==> config.mk <==
export PLATFORM = sky130hd
export DESIGN_NAME = pipe_stage_reg
export DESIGN_NICKNAME = d
export VERILOG_FILES = /design/src/rtl/pipe_stage_pkg.sv /design/src/rtl/pipe_stage_reg_slot.sv /design/src/rtl/pipe_stage_reg.sv
export SDC_FILE = /design/constraint.sdc
export NUM_CORES = 1
export LEC_CHECK = 0
export ABC_AREA = 0
export BUFFER_PORTS_ARGS = -buffer_cell sky130_fd_sc_hd__buf_4
export CAP_MARGIN = 0
export CORE_MARGIN = 8
export CORE_UTILIZATION = 46
export CTS_CLUSTER_SIZE = 16
export DETAILED_ROUTE_END_ITERATION = 10
export GPL_ROUTABILITY_DRIVEN = 0
export GPL_TIMING_DRIVEN = 1
export HOLD_SLACK_MARGIN = 0.08
export MAX_ROUTING_LAYER = met4
export PLACE_DENSITY = 0.7
export SKIP_CTS_REPAIR_TIMING = 1
export SYNTH_ARGS = -nofsm -noshare
export SYNTH_HDL_FRONTEND = slang
export SYNTH_SLANG_ARGS = --single-unit
==> constraint.sdc <==
create_clock -name clk -period 2.41 [get_ports clk]
set_input_delay 0.1205 -clock clk [delete_from_list [all_inputs] [get_ports clk]]
set_output_delay 0.1205 -clock clk [all_outputs]
set_load 0.005 [all_outputs]
==> src/rtl/pipe_stage_pkg.sv <==
// Shared definitions for the valid/ready pipeline register stage.
package pipe_stage_pkg;

  // Width of the occupancy count (0..2 entries).
  localparam int PIPE_CNT_W = 2;

  // Occupancy-encoded control state; the numeric value equals the number of held entries.
  typedef enum logic [PIPE_CNT_W-1:0] {
    ST_EMPTY = 2'd0,
    ST_ONE   = 2'd1,
    ST_TWO   = 2'd2,
    ST_BAD   = 2'd3
  } pipe_state_e;

endpackage

==> src/rtl/pipe_stage_reg_slot.sv <==
// One payload register with load enable and synchronous clear to the idle value.
module pipe_data_slot #(
  parameter int                DATA_W     = 32,
  parameter logic [DATA_W-1:0] INIT_VALUE = '0
) (
  input  logic              clk,
  input  logic              clear_i,
  input  logic              load_i,
  input  logic [DATA_W-1:0] data_i,
  output logic [DATA_W-1:0] data_o
);

  logic [DATA_W-1:0] data_q;

  // Clear wins over load so that reset/flush always leave the idle value behind.
  always_ff @(posedge clk) begin
    if (clear_i) begin
      data_q <= INIT_VALUE;
    end else if (load_i) begin
      data_q <= data_i;
    end
  end

  assign data_o = data_q;

endmodule

==> src/rtl/pipe_stage_reg.sv <==
// Pipeline register stage with valid/ready handshake, optional two-entry skid
// buffer (registered upstream ready), synchronous flush and bubble override.
module pipe_stage_reg
  import pipe_stage_pkg::*;
#(
  parameter int                DATA_W          = 32,
  parameter logic [DATA_W-1:0] INIT_VALUE      = '0,
  parameter bit                BUBBLE_OVERRIDE = 1'b0,
  parameter bit                SKID_EN         = 1'b1
) (
  input  logic                  clk,
  input  logic                  reset,
  input  logic                  i_flush,
  input  logic                  i_valid,
  input  logic [DATA_W-1:0]     i_data,
  output logic                  o_ready,
  output logic                  o_valid,
  output logic [DATA_W-1:0]     o_data,
  input  logic                  i_ready,
  output logic [PIPE_CNT_W-1:0] o_count
);

  pipe_state_e state_q, state_d;

  logic                  accept;
  logic                  fire;
  logic                  mainLoad;
  logic                  skidLoad;
  logic                  slotClear;
  logic [DATA_W-1:0]     mainIn;
  logic [DATA_W-1:0]     mainData;
  logic [DATA_W-1:0]     skidData;
  logic [PIPE_CNT_W-1:0] stateBits;

  assign accept    = i_valid & o_ready;
  assign fire      = o_valid & i_ready;
  assign slotClear = reset | i_flush;
  assign stateBits = state_q;

  // TWO only exists when the skid buffer is present; anything else is treated as empty.
  assign o_valid = (state_q == ST_ONE) || (SKID_EN && (state_q == ST_TWO));
  assign o_count = o_valid ? stateBits : '0;

  // Draining the skid entry moves it into main; otherwise main takes fresh upstream data.
  assign mainIn = (state_q == ST_TWO) ? skidData : i_data;

  // Next-state and load decisions; flush empties the stage and drops the same-cycle accept.
  always_comb begin
    state_d  = state_q;
    mainLoad = 1'b0;
    skidLoad = 1'b0;
    if (i_flush) begin
      state_d = ST_EMPTY;
    end else begin
      case (state_q)
        ST_EMPTY: begin
          if (accept) begin
            mainLoad = 1'b1;
            state_d  = ST_ONE;
          end
        end
        ST_ONE: begin
          if (accept) begin
            if (fire || !SKID_EN) begin
              mainLoad = 1'b1;
            end else begin
              skidLoad = 1'b1;
              state_d  = ST_TWO;
            end
          end else if (fire) begin
            state_d = ST_EMPTY;
          end
        end
        ST_TWO: begin
          if (!SKID_EN) begin
            state_d = ST_EMPTY;
          end else if (fire) begin
            mainLoad = 1'b1;
            state_d  = ST_ONE;
          end
        end
        default: begin
          state_d = ST_EMPTY;
        end
      endcase
    end
  end

  // State register; reset returns to EMPTY and the illegal code falls out via state_d.
  always_ff @(posedge clk) begin
    if (reset) begin
      state_q <= ST_EMPTY;
    end else begin
      state_q <= state_d;
    end
  end

  pipe_data_slot #(
    .DATA_W    (DATA_W),
    .INIT_VALUE(INIT_VALUE)
  ) u_main (
    .clk    (clk),
    .clear_i(slotClear),
    .load_i (mainLoad),
    .data_i (mainIn),
    .data_o (mainData)
  );

  if (SKID_EN) begin : g_skid
    logic ready_q;

    pipe_data_slot #(
      .DATA_W    (DATA_W),
      .INIT_VALUE(INIT_VALUE)
    ) u_skid (
      .clk    (clk),
      .clear_i(slotClear),
      .load_i (skidLoad),
      .data_i (i_data),
      .data_o (skidData)
    );

    // Registered ready breaks the combinational ready chain; it is 1 right after reset.
    always_ff @(posedge clk) begin
      if (reset) begin
        ready_q <= 1'b1;
      end else begin
        ready_q <= (state_d != ST_TWO);
      end
    end

    assign o_ready = ready_q & ~reset;
  end else begin : g_noskid
    assign skidData = INIT_VALUE;
    assign o_ready  = (~o_valid | i_ready) & ~reset;
  end

  assign o_data = (BUBBLE_OVERRIDE && !o_valid) ? INIT_VALUE : mainData;

endmodule

* Word-level counts from Yosys, hierarchy flattened
Index checks and enable logic that the tools add are counted.
** Word-level totals
- Register bits after elaboration :: 67
- Bits in latches :: 0
- RAM bits :: 0
- ROM bits :: 0
- Memories kept :: 0
** Cells by class
- Add/sub/neg operators :: 0
- Multipliers :: 0
- Divide/modulo/power cells :: 0
- Order comparisons :: 0
- Equal/unequal tests :: 3
- Shift operators :: 0
- Mux-type cells :: 18
- Bitwise operators :: 5
- Reduce and logical (&&, ||, !) cells :: 2
** Operators with widths (count)
- $mux W32 :: 1
- $mux W2 :: 7
- $mux W1 :: 8
- $pmux W2 S3 :: 1
- $and A1 B1 Y1 :: 3
- $pmux W1 S3 :: 1
- $eq A2 B1 Y1 const B :: 1
- $eq A2 B2 Y1 const B :: 1
- $logic_not A2 Y1 :: 1
- $ne A2 B2 Y1 const B :: 1
- $logic_or A1 B1 Y1 :: 1
- $not A1 Y1 :: 1
- $or A1 B1 Y1 :: 1

* Logic depth before layout (Yosys ltp)
- Word-level depth :: 8
- Depth in mapped cells :: 9
- Gate-level depth less buffers :: 6

* Cells and area by module
Synthesis repeated with hierarchy kept, for this count alone.
** Second synthesis, totals
- Cells, all modules :: 278
- Area total of the unflattened synthesis :: 3016.6 µm²
** Modules (own cells, without submodules)
- pipe_data_slot :: times used 2, cells each 103, area each 1163.6 µm², sequential area each 640.6 µm²
- pipe_stage_reg :: times used 1, cells each 72, area each 689.4 µm², sequential area each 60.1 µm²

* Least setup slack after synthesis
No wires, ideal clock.
- Path kind :: flip-flop to flip-flop
- From :: register state_q[1], in the netlist stateBits[1]
- To :: register u_main.data_q[21], in the netlist u_main.data_o[21]
- Arrival :: 1.598 ns
- Required time :: 2.264 ns
- Setup slack :: 0.666 ns
- Stages on the path, launching flop included :: 9
- Buffers on the path :: 2
- Period minus slack after synthesis :: 1.744 ns
- Cell sequence :: dfxtp_1 > inv_1 > ha_1 > nand3_1 > o211ai_4 > and2_1 > buf_6 > buf_6 > a211oi_2
** Between the ends
- Cells in the longest elaborated chain, start to end :: 7
- Elaborated cells on any way between the ends :: 10
- Classes of those cells :: eq/ne: 2; mux: 5; bitwise: 1; reduce/logical: 2
** RTL lines
- from (decl) :: RTL line pipe_stage_reg.sv:23 : pipe_state_e state_q, state_d;
- from (signal assigned) :: RTL line pipe_stage_reg.sv:94 : state_q <= state_d;
- $eq A2 B1 Y1 / $eq A2 B2 Y1 (equally long branches) :: RTL line pipe_stage_reg.sv:41 : assign o_valid = (state_q == ST_ONE) || (SKID_EN && (state_q == ST_TWO));
- $logic_or A1 B1 Y1 * :: RTL line pipe_stage_reg.sv:41
- net o_valid :: RTL line pipe_stage_reg.sv:17 : output logic o_valid,
- $and A1 B1 Y1 * :: RTL line pipe_stage_reg.sv:36 : assign fire = o_valid & i_ready;
- $mux W1 * :: RTL line pipe_stage_reg.sv:64, pipe_stage_reg.sv:77
- $mux W1 :: RTL line pipe_stage_reg.sv:63 : if (accept) begin
- $pmux W1 S3 * :: RTL line pipe_stage_reg.sv:55 : case (state_q)
- $mux W1 * :: RTL line pipe_stage_reg.sv:52 : if (i_flush) begin
- to (signal assigned) :: RTL line pipe_stage_reg_slot.sv:20 : data_q <= data_i;
- to (decl) :: RTL line pipe_stage_reg_slot.sv:13 : logic [DATA_W-1:0] data_q;
The timed path passes the listed nets; every way through them passes the cells marked *.
A chain may end at the register's enable or synchronous reset.

* Final worst setup path
- From :: register state_q[1], in the netlist stateBits[1]
- To :: register u_main.data_q[27], in the netlist u_main.data_o[27]
** Between the ends
- Cells in the longest elaborated chain, start to end :: 7
- Elaborated cells on any way between the ends :: 10
- Classes of those cells :: eq/ne: 2; mux: 5; bitwise: 1; reduce/logical: 2
** RTL lines (RTL line)
- $eq A2 B1 Y1 / $eq A2 B2 Y1 (equally long branches) :: pipe_stage_reg.sv:41, pipe_stage_reg.sv:55, pipe_stage_reg.sv:45
- $logic_or A1 B1 Y1 :: pipe_stage_reg.sv:41
- $and A1 B1 Y1 :: pipe_stage_reg.sv:36
- $mux W1 :: pipe_stage_reg.sv:64, pipe_stage_reg.sv:77
- $mux W1 :: pipe_stage_reg.sv:63
- $pmux W1 S3 :: pipe_stage_reg.sv:55
- $mux W1 :: pipe_stage_reg.sv:52
Several ways; a longest one is shown, not always the timed one.

==> summary.txt <==
Place
  • Placed cell area: 0.003622 mm²
  • Detail Placement HPWL: about 5400 µm
  • Total of buffers placed on input and output ports: 72

GRT
  • Largest net degree at the start of global routing: 34
  • Antenna violations before repair: 0
  • Remaining global-route overflow: 0
  • First-pass GRT wire length: 12740 µm
  • Number of global-route vias before repair: ~2600
  • Global routing usage summed across all routing layers: 0.1631

Clocking
  • CTS tree: done
  • TritonCTS sink count: 67
  • Clock transition at the register clock pins on the worst setup and hold paths after CTS: about 0.07 ns
  • CTS buffer count: 9
  • Root buffer cell: clkbuf_8
  • Insertion delay to the later sink of the worst-skew pair: around 0.33 ns
  • Worst-case clock buffer depth: 2
  • Number of H-tree levels: 3

Final layout
  • Number of antenna repair diodes: 0
  • Synthesis-to-layout area growth: 35.24%
  • Post-Layout Inst Area: 0.004139 mm²
  • Share of post-route cells with drive strength above 1: 0.3169
  • Nets@finish: ~460

Timing
  • Min Tclk post-route: 2.046 ns
  • Hold violation total from the final report: 0
  • Fin Clk Skew: ~0.0043 ns
  • Final-report max-slew violation count: 0
  • Maximum clock frequency: roughly 490 MHz
  • Slew at the pin closest to its max-slew limit: 0.4277 ns
  • Ratio of final minimum period to clock period: 0.8491
  • RSZ-0062 raised after global routing: no
  • Fin Setup TNS: 0 ns
  • Worst Hold Margin: about 0.055 ns
  • Final-report setup violation count: 0
  • Worst-case headroom to the max-slew limit: 0.7149

Logic synthesis
  • Flip-flop and latch count after synthesis: 67
  • Most frequently used cell type in the post-synthesis netlist: nand2_1
  • Largest area contributor in the netlist: dfxtp_1
  • Synth Instances: 322
  • Post-Synthesis Net Count: 364
  • Synth top area cells: dfxtp_1, a211oi_2, a21oi_1, mux2i_1, nand2_1
  • Number of enable flip-flop cells after synthesis: 0
  • Count of different cell masters after synthesis: 31
  • Synth warnings: 0
  • Leading cell types by count after synthesis: nand2_1, dfxtp_1, a21oi_1
  • Post-Syn Area per Cell: 9.504 µm²
  • Prevailing post-synth register cell: dfxtp_1
  • Sequential area share after synthesis: 0.4383
  • Synthesized area: ~0.0031 mm²
  • Portion of synthesized cell area occupied by the leading cell type: 0.4383
  • Proportion of register bits with asynchronous set or reset after synthesis: 0

Power and ir drop
  • Power per Cell Area: 572.0 mW/mm²
  • Fraction of power spent switching nets: 0.2288
  • Combinational share of power: 0.117
  • Switching power summed over all nets: 0.5416 mW
  • Power Internal: between 1.5 and 2 mW
  • Clock network fraction of total power: 0.405
  • Part of the total power dissipated in sequential elements: 0.478
  • Worst IR drop on VDD: roughly 0.33 mV
  • Leakage power of the design: between 1 and 1.5 nW

Die
  • Initial Util: 0.4792
  • Area of the die: around 0.0095 mm²
  • Std cell rows: 29
  • Placeable core area: 0.006386 mm²
  • Die Height: 97.57 µm
  • Count of pins on the block boundary: 73
  • X dimension of the die: 97.57 µm

Route
  • Drt first pass iters: 4
  • Initial drt markers: 140
  • Overall routed net length: just over 8000 µm
  • Number of nets with antenna violations after detailed routing: 0
  • DRC violations left: 0
  • Total number of vias: 2686
  • Detail-routed via count per cell: ~5.3
  • Average wire per cell in the routed design: approximately 16 µm

Worst setup path
  • R2R Setup Slk: about 0.36 ns
  • Source of the worst register-to-register timing path: stateBits[1]
  • Category of the worst setup path launch point: register
  • Critical path capture point type: register
  • Highest fanout seen on the critical path: 28
  • CP arrival: 2.29 ns
  • Critical register-to-register path endpoint: u_main.data_o[27]
  • Type of the setup path with the least slack: register to register
  • Worst reg2reg path depth: 7
  • Endpoint required time on the critical path: 2.66 ns

Job
  • Max-cap viol count: 0

Run status
  • Result of the run: finished, final reports clean

Worst hold path
  • Worst hold path class: primary input to register
  • Worst hold path depth: 3
  • Source of the worst hold timing path: i_data[10]
  • Worst Hold Endpoint: g_skid.u_skid.data_o[10]
cell usage in the layout (no fill, tap or decap), types with 2 or more instances in the layout:
| cell type | n |
|---|---|
| a211oi_1 | 2 |
| dlygate4sd3_1 | 31 |
| ha_1 | 4 |
| nand3_1 | 3 |
| a21oi_1 | 65 |
| dfxtp_1 | 67 |
| buf_4 | 85 |
| inv_1 | 3 |
| nor3_1 | 2 |
| clkbuf_8 | 12 |
| nand2_1 | 68 |
| o31ai_1 | 2 |
| mux2i_1 | 32 |
| clkbuf_1 | 3 |
| a211oi_2 | 30 |
worst max-delay path, stage by stage (launching register included):
cell      delay, ns
dfxtp_1        0.42
inv_1          0.11
ha_1           0.34
nand3_1        0.14
o211ai_4       0.25
buf_4          0.35
a21oi_1        0.14
a211oi_2       0.21
registers in the layout, indices dropped and copies added, names as in the netlist:
| name | cells |
|---|---|
| stateBits | 2 |
| g_skid.ready_q | 1 |
| g_skid.u_skid.data_o | 32 |
| u_main.data_o | 32 |
per-layer routing:
metal / global-route usage / vias up / share of wire
li1: - / 1332 / -
met1: 0.1951 / 1293 / 0.43
met2: 0.2623 / 55 / 0.52
met3: 0.03841 / 6 / 0.039
met4: 0.05478 / 0 / 0.0061
met5: - / - / 0
how the worst max path moves through the flow:
| stage | slack [ns] | start | endpoint |
|---|---|---|---|
| after global routing | 0.16 | stateBits[1] | u_main.data_o[16] |
| final | 0.36 | stateBits[1] | u_main.data_o[27] |
| after detailed placement | 0.38 | stateBits[1] | u_main.data_o[0] |
| after floorplan | 0.67 | stateBits[1] | u_main.data_o[21] |
| after CTS | 0.35 | stateBits[1] | u_main.data_o[0] |
| after global placement | 0.51 | stateBits[1] | u_main.data_o[18] |
power groups by stage:
stage / Combinational, mW / Sequential, mW / Clock [mW]
2_1_floorplan: 0.132 / 1.16 / 0
3_3_place_gp: 0.231 / 1.16 / 0
3_5_place_dp: 0.234 / 1.16 / 0
4_1_cts: 0.235 / 1.13 / 0.975
5_1_grt: 0.299 / 1.13 / 1.03
6_report: 0.277 / 1.13 / 0.959
metrics by stage:
step	utilization	setup slack [ns]	power, mW	std cells
5_1_grt	0.6481	0.1592	2.459	503
3_5_place_dp	0.5672	0.3834	1.391	456
6_report	0.6481	0.3637	2.368	503
3_3_place_gp	0.5672	0.5121	1.388	456
2_1_floorplan	-	0.6661	1.288	322
4_1_cts	0.5995	0.3510	2.343	472
cells by family after synthesis:
family	Yosys count	synth area share
simple gates	83	0.1198
buf+inv	31	0.06214
compound gates	104	0.2547
mux	32	0.1047
flops	67	0.4383
fa+ha+maj	5	0.02044
area by class of cell:
| cell class | count | area, µm² |
|---|---|---|
| clock buffers | 15 | 176.4 |
| clock inverters | 1 | 30.03 |
| fillers | 527 | 2247 |
| inverters | 3 | 11.26 |
| multi-input cells | 224 | 1535 |
| flip-flops and latches | 67 | 1341 |
| well taps | 77 | 96.34 |
| repair buffers | 116 | 948.4 |
(Power assumes the default switching activity.)
